<file path="src/rtl/program_loader.sv">
// Byte-stream program loader: holds the CPU in reset, packs bytes big-endian into
// 32-bit words written to instruction memory from address 0, then releases the CPU.
module program_loader #(
  parameter int ADDR_WIDTH  = 6,
  parameter int HOLD_CYCLES = 4
) (
  input  logic                  clk,
  input  logic                  reset,
  input  logic                  in_valid,
  output logic                  in_ready,
  input  logic [7:0]            in_byte,
  input  logic                  in_last,
  output logic                  mem_we,
  output logic [ADDR_WIDTH-1:0] mem_addr,
  output logic [31:0]           mem_wdata,
  output logic                  cpu_reset,
  output logic                  done,
  output logic                  error,
  output logic [ADDR_WIDTH:0]   word_count
);

  typedef enum logic [1:0] {
    LOAD = 2'd0,
    HOLD = 2'd1,
    RUN  = 2'd2,
    ERR  = 2'd3
  } state_t;

  localparam logic [ADDR_WIDTH:0] DEPTH_W   = {1'b1, {ADDR_WIDTH{1'b0}}};
  localparam logic [ADDR_WIDTH:0] ONE_W     = {{ADDR_WIDTH{1'b0}}, 1'b1};
  localparam logic [7:0]          HOLD_LAST = 8'(HOLD_CYCLES - 1);

  state_t                state_r;
  state_t                state_s;
  logic [1:0]            byte_cnt_r;
  logic [31:0]           asm_r;
  logic [7:0]            hold_cnt_r;
  logic [ADDR_WIDTH:0]   word_count_r;
  logic                  mem_we_r;
  logic [ADDR_WIDTH-1:0] mem_addr_r;
  logic [31:0]           mem_wdata_r;
  logic                  cpu_reset_r;
  logic                  done_r;
  logic                  error_r;

  logic                  accept_s;
  logic                  emit_s;
  logic                  overflow_s;
  logic                  write_s;
  logic [31:0]           word_s;

  // Ready is gated by reset so no byte is taken while the loader is being cleared.
  assign in_ready   = (state_r == LOAD) && !reset;
  assign mem_we     = mem_we_r;
  assign mem_addr   = mem_addr_r;
  assign mem_wdata  = mem_wdata_r;
  assign cpu_reset  = cpu_reset_r;
  assign done       = done_r;
  assign error      = error_r;
  assign word_count = word_count_r;

  // State register
  always_ff @(posedge clk) begin
    if (reset) begin
      state_r <= LOAD;
    end else begin
      state_r <= state_s;
    end
  end

  // Next-state decode
  always_comb begin
    state_s = state_r;
    case (state_r)
      LOAD: begin
        if (overflow_s) begin
          state_s = ERR;
        end else if (accept_s && in_last) begin
          state_s = HOLD;
        end else begin
          state_s = LOAD;
        end
      end
      HOLD: begin
        if (hold_cnt_r == HOLD_LAST) begin
          state_s = RUN;
        end else begin
          state_s = HOLD;
        end
      end
      RUN:     state_s = RUN;
      ERR:     state_s = ERR;
      default: state_s = LOAD;
    endcase
  end

  // Byte acceptance, word completion and overflow decode; unfilled low bytes stay zero
  always_comb begin
    accept_s   = in_valid & in_ready;
    emit_s     = accept_s & ((byte_cnt_r == 2'd3) | in_last);
    overflow_s = emit_s & (word_count_r == DEPTH_W);
    write_s    = emit_s & ~overflow_s;
    word_s     = asm_r | ({in_byte, 24'h000000} >> {byte_cnt_r, 3'b000});
  end

  // Assembly datapath, counters and registered outputs
  always_ff @(posedge clk) begin
    if (reset) begin
      byte_cnt_r   <= 2'd0;
      asm_r        <= 32'h0000_0000;
      hold_cnt_r   <= 8'd0;
      word_count_r <= '0;
      mem_we_r     <= 1'b0;
      mem_addr_r   <= '0;
      mem_wdata_r  <= 32'h0000_0000;
      cpu_reset_r  <= 1'b1;
      done_r       <= 1'b0;
      error_r      <= 1'b0;
    end else begin
      if (accept_s) begin
        if (emit_s) begin
          byte_cnt_r <= 2'd0;
          asm_r      <= 32'h0000_0000;
        end else begin
          byte_cnt_r <= byte_cnt_r + 2'd1;
          asm_r      <= word_s;
        end
      end
      if (write_s) begin
        mem_addr_r   <= word_count_r[ADDR_WIDTH-1:0];
        mem_wdata_r  <= word_s;
        word_count_r <= word_count_r + ONE_W;
      end
      hold_cnt_r  <= (state_r == HOLD) ? hold_cnt_r + 8'd1 : 8'd0;
      mem_we_r    <= write_s;
      cpu_reset_r <= (state_s != RUN);
      done_r      <= (state_s == RUN);
      error_r     <= (state_s == ERR);
    end
  end

endmodule

</file>
<file path="config.mk">
export PLATFORM = sky130hd
export DESIGN_NAME = program_loader
export DESIGN_NICKNAME = d
export VERILOG_FILES = /design/src/rtl/program_loader.sv
export SDC_FILE = /design/constraint.sdc
export NUM_CORES = 1
export LEC_CHECK = 0
export ABC_AREA = 1
export CORE_ASPECT_RATIO = 2
export CORE_MARGIN = 3
export CORE_UTILIZATION = 35
export DETAILED_ROUTE_END_ITERATION = 10
export PLACE_DENSITY_LB_ADDON = 0.05
export SYNTH_ARGS = -nofsm -noshare
export SYNTH_HDL_FRONTEND = slang
export SYNTH_SLANG_ARGS = --single-unit
</file>
<file path="constraint.sdc">
create_clock -name clk -period 2.6 [get_ports clk]
set_input_delay 0.65 -clock clk [delete_from_list [all_inputs] [get_ports clk]]
set_output_delay 0.65 -clock clk [all_outputs]
set_load 0.02 [all_outputs]
</file>
-- After elaboration in Yosys (flattened, before gate mapping)
Cells that the tools add are included.
- word-level logic and storage cells: 43
- input bits: 12
- output and inout bits: 50
- flip-flop bits (word level): 93
- equality and inequality tests: 9
- bitwise operators: 8
- shifts and indexed selects: 1
- $add $sub $neg: 3
- multiplexer cells: 6
- reduce and logical (&&, ||, !) cells: 5
- operator list (operator ; count):
    $mux 32 ; 1
    $or 32x32->32 ; 1
    $shr 32x5->32 ; 1
    $eq 2x2->1 const B ; 5
    $add 8x1->8 const B ; 1
    $eq 8x2->1 const B ; 1
    $pmux 2 s4 ; 1
    $add 7x1->7 const B ; 1
    $eq 7x7->1 const B ; 1
    $mux 2 ; 3
    $and 1x1->1 ; 4
    $add 2x1->2 const B ; 1
    $eq 2x1->1 const B ; 1
    $logic_and 1x1->1 ; 2
    $logic_not 2->1 ; 1
    $ne 2x2->1 const B ; 1
    $not 1->1 ; 2
    $reduce_or 2->1 ; 1
    $logic_not 1->1 ; 1
    $mux 1 ; 1
    $or 1x1->1 ; 1

-- Depth between registers and ports, before layout
- depth after elaboration: 8
- gate-level depth with buffers: 9
- gate-level depth less buffers: 9

-- Worst setup path after synthesis
Ideal clock, no wire load.
- kind: input to output
- start: input port reset
- end: output port in_ready
- arrival time: 1.142 ns
- buffers on the path: 1
- cell stages on the path: 2
- data required time: 1.950 ns
- path slack: 0.808 ns
- path through: clkbuf_1 nor2_1
- longest elaborated chain between the ends: 2
- RTL lines (what ; line ; source):
    start: declaration ; 8 ; input logic reset,
    $logic_not 1->1 ; 53 ; assign in_ready = (state_r == LOAD) && !reset;
    $logic_and 1x1->1 ; 53 ;
    end: declaration ; 10 ; output logic in_ready,
No other way between the ends.

-- Worst setup path in the final report
Same ends and word-level chain as after synthesis.

==> metrics list <==
- Hold wc startpoint: hold_cnt_r[0]
* Highest metal layer with signal wires: met4
- In the final timing run, aggregate negative setup slack is 0 ps.
* Worst reg2reg path endpoint: mem_wdata[10]
- Worst setup SP type: input port
- DR pass1 iterations: 4
- Entering global routing, the biggest net connects between 40 and 50 pins.
- Commonest non-fill, non-tap cell in the layout: sky130_fd_sc_hd__nor2_1
- After synthesis, the largest family of logic cells by area is simple AND/OR/NAND/NOR gates.
- Summed over all nets, the half-perimeter wirelength after detailed placement is 6820 um.
* RSZ-0062 raised after global routing: false
- CTS Buffer Depth: 2
* Adder-cell area share of the yosys netlist: 0.0128
* Num ports: 62
- Data on the critical path is required at its endpoint by 1950 ps.
* NumNets Final: 630
- At the pin with the least slew margin, the transition time is around 500 ps.
- Wire length on met1: 4000 um
- The share of synthesized area in the top cell type comes to 0.476.
- Static timing analysis puts the maximum clock frequency at 409 MHz.
* Root buf cell: sky130_fd_sc_hd__clkbuf_16
- Kind of end point of the critical path: output pin
- The synthesized netlist occupies a cell area of between 0.003 and 0.004 sq mm.
* Setup Crit Path Kind: input port to output pin
- Worst-path clk slew: approximately 60 ps
- Hold is met by 454 ps.
* Fraction of the mapped netlist area in simple logic gates: 0.349
- Worst reg2reg setup slack: around 700 ps
* Destination of the worst hold path: hold_cnt_r[0]
- In this run the vertical extent of the chip is about 160 um.
* Final setup violating endpoints: 0
- After routing the design area is 0.00494 sq mm.
- Floorplan die area: 0.0126 sq mm
- Count of endpoints failing hold in the final timing report: 0
- In this run the worst hold path is classified as flop to flop.
- In this run, the number of DRC markers left after iteration 0 of detailed routing was 84.
- Vias per cell: 4.64
* Met3 routed wirelength: 364 um
- Placer's final routability congestion estimate: a little over 0.8
* Distinct cells, synth: 29
- After detailed placement, the design holds a cell count of roughly 740.
- Mean instance size in the synthesized netlist: roughly 7 sq um
* Routed length per placed instance: 12.8 um
- The synthesized design contains 93 register bits.
- Clock tree skew after final layout: around 5.7 ps
* Placed cell areas: 0.00463 sq mm
* Met2 wirelength from detailed routing: 5130 um
- Floorplan row count: 54
* Max-slew violation total from the final report: 0
- For this run the aggregate overflow at the end of global routing stands at 0.
* Worst IR drop on VDD: 0.000563 V
- For the worst flop-to-flop path, the logic depth is 9.
* Number of fill cells: 1190
- After technology mapping, the gate count stands at ~560.
- Final period util: 0.941
- Of the synthesized area, sequential elements account for 0.476.
- The number of antenna diodes in the final layout is 0.
- Number of clock buffers inserted by TritonCTS: 9
* Clk sink count: 93
- Post-CTS repair changed the size of 0 cells.
- Once layout is complete, the cells apart from fillers number around 760.
* Total GRT Usage: 0.164
* Via count of the first global-routing pass: 3307
- Total power after layout: ~3.3 mW
* Level count of the clock H-tree: 3
- Antenna violations before repair: 0
* Layout overhead on the synthesized area: 26.1%
- Clock tree from TritonCTS: yes
- Share of cells above drive strength 1: 0.0519
- Data on the critical path arrives at its endpoint at approximately 1800 ps.
- Along the worst path, the maximum fanout reaches 2.
- Dividing total power by cell area gives a power density of 658 mW/mm^2.
- Fraction of synthesized area in multiplexers: 0
- Yosys attributes the largest share of cell area to sky130_fd_sc_hd__dfxtp_1 (48%), sky130_fd_sc_hd__nor2_1 (19%), sky130_fd_sc_hd__nand2_1 (7.6%).
* Leakage power summed over all cells: 2.00 nW
* Setup repair bufs after CTS: 0
* Worst slew margin relative to its limit: 0.666
- Largest area contributor in the netlist: sky130_fd_sc_hd__dfxtp_1
* Area fraction in compound gates after synthesis: 0.0694
* Worst setup path start: reset
* Quantity of I/O buffers inserted on ports: between 60 and 70
- The flow ran to the end, and the final reports show no timing, DRC or antenna violations.
- Hold repair after CTS inserted 0 buffers.
* Clock latency of the later-clocked register in the worst-skew pair: roughly 340 ps
- The routed layout has between 3k and 4k vias.
- In this run the critical register-to-register path is launched from byte_cnt_r[0].
- Counting every net in the synthesized netlist gives 575.
- For this run, design rule violations remaining after detail routing come to 0.
- Antenna viol nets, final: 0
* Area of the multi-input gates: roughly 0.0017 sq mm
* Reported max-cap violation count: 0
- Most frequent cells in the layout: sky130_fd_sc_hd__nor2_1 (194), sky130_fd_sc_hd__dfxtp_1 (93), sky130_fd_sc_hd__nand2_1 (79)
- Of the total synthesized cell area, the portion taken by XOR and XNOR cells is 0.00671.
- Starting density of the core: 0.358
* Routed wire length: roughly 9700 um
* Die width: 80.8 um
* Warnings from Yosys: 0
- Instance count along the most critical hold path: 1
- The floorplan step defined a core boundary enclosing 0.0109 sq mm.
* Minimum period implied by the final worst setup slack: 2450 ps
* First-pass GRT wire length: 15800 um
- Area used by sequential logic in the layout: 0.00186 sq mm
[layer usage]
metal	up-vias	track usage
li1	1841	-
met1	1584	0.189
met2	71	0.290
met3	15	0.0329
met4	0	0.0620
met5	-	0
[through the flow]
step / utilization / setup WS [ps]
2_1_floorplan: - / 808
3_3_place_gp: 0.423 / 93.6
3_5_place_dp: 0.423 / 107
4_1_cts: 0.451 / 140
5_1_grt: 0.451 / 117
6_report: 0.451 / 152
[flip-flops by register name (all words and copies together), names as in the netlist]
name and cells:
cpu_reset 1, error 1, word_count 7, asm_r 32, mem_we 1, byte_cnt_r 2, mem_addr 6, mem_wdata 32
state_r 2, done 1, hold_cnt_r 8
[report_power, final]
group	switching, mW	leakage [nW]	total, mW	internal [mW]
Sequential	0.0283	0.755	1.50	1.47
Combinational	0.230	1.10	0.379	0.149
Clock	0.537	0.141	1.37	0.832
[kinds of logic after synthesis]
| group | count (synthesis) |
|---|---|
| AO/OA/AOI/OAI | 53 |
| buffers and inverters | 77 |
| flip-flops | 93 |
| adder cells (fa/ha/maj) | 4 |
| XOR/XNOR | 3 |
| AND/OR/NAND/NOR | 329 |
[area by class of cell]
cell class,count,area share
repair buffers,70,0.140
clock inverters,4,0.0152
flip-flops and latches,93,0.377
multi-input cells,389,0.347
well taps,140,0.0355
clock buffers,10,0.0464
inverters,51,0.0388
[synthesized netlist by cell type (all sizes together)]
cell type,count
clkbuf,5
ha,4
o31ai,1
o21bai,1
dfxtp,93
a21oi,10
nor3,1
a31oi,1
nand4,3
clkinv,2
xor2,3
nor2,199
buf,21
nand3b,1
nor3b,1
o21ai,40
nand2,80
inv,49
nand3,44
[worst max-delay path by stage]
| stage | end | slack [ps] | cells past startpoint |
|---|---|---|---|
| finish | in_ready | 150 | 3 |
| global route | in_ready | 120 | 3 |
| CTS | in_ready | 140 | 3 |
| detailed placement | mem_wdata[9] | 110 | 8 |
| global placement | mem_wdata[9] | 90 | 8 |
| floorplan | in_ready | 810 | 2 |
[worst max-delay path, stage by stage]
cell	delay (ps)
sky130_fd_sc_hd__clkdlybuf4s50_1	420
sky130_fd_sc_hd__nor2_1	120
sky130_fd_sc_hd__clkdlybuf4s50_1	610
No activity file was read; power rests on OpenSTA's default activity.
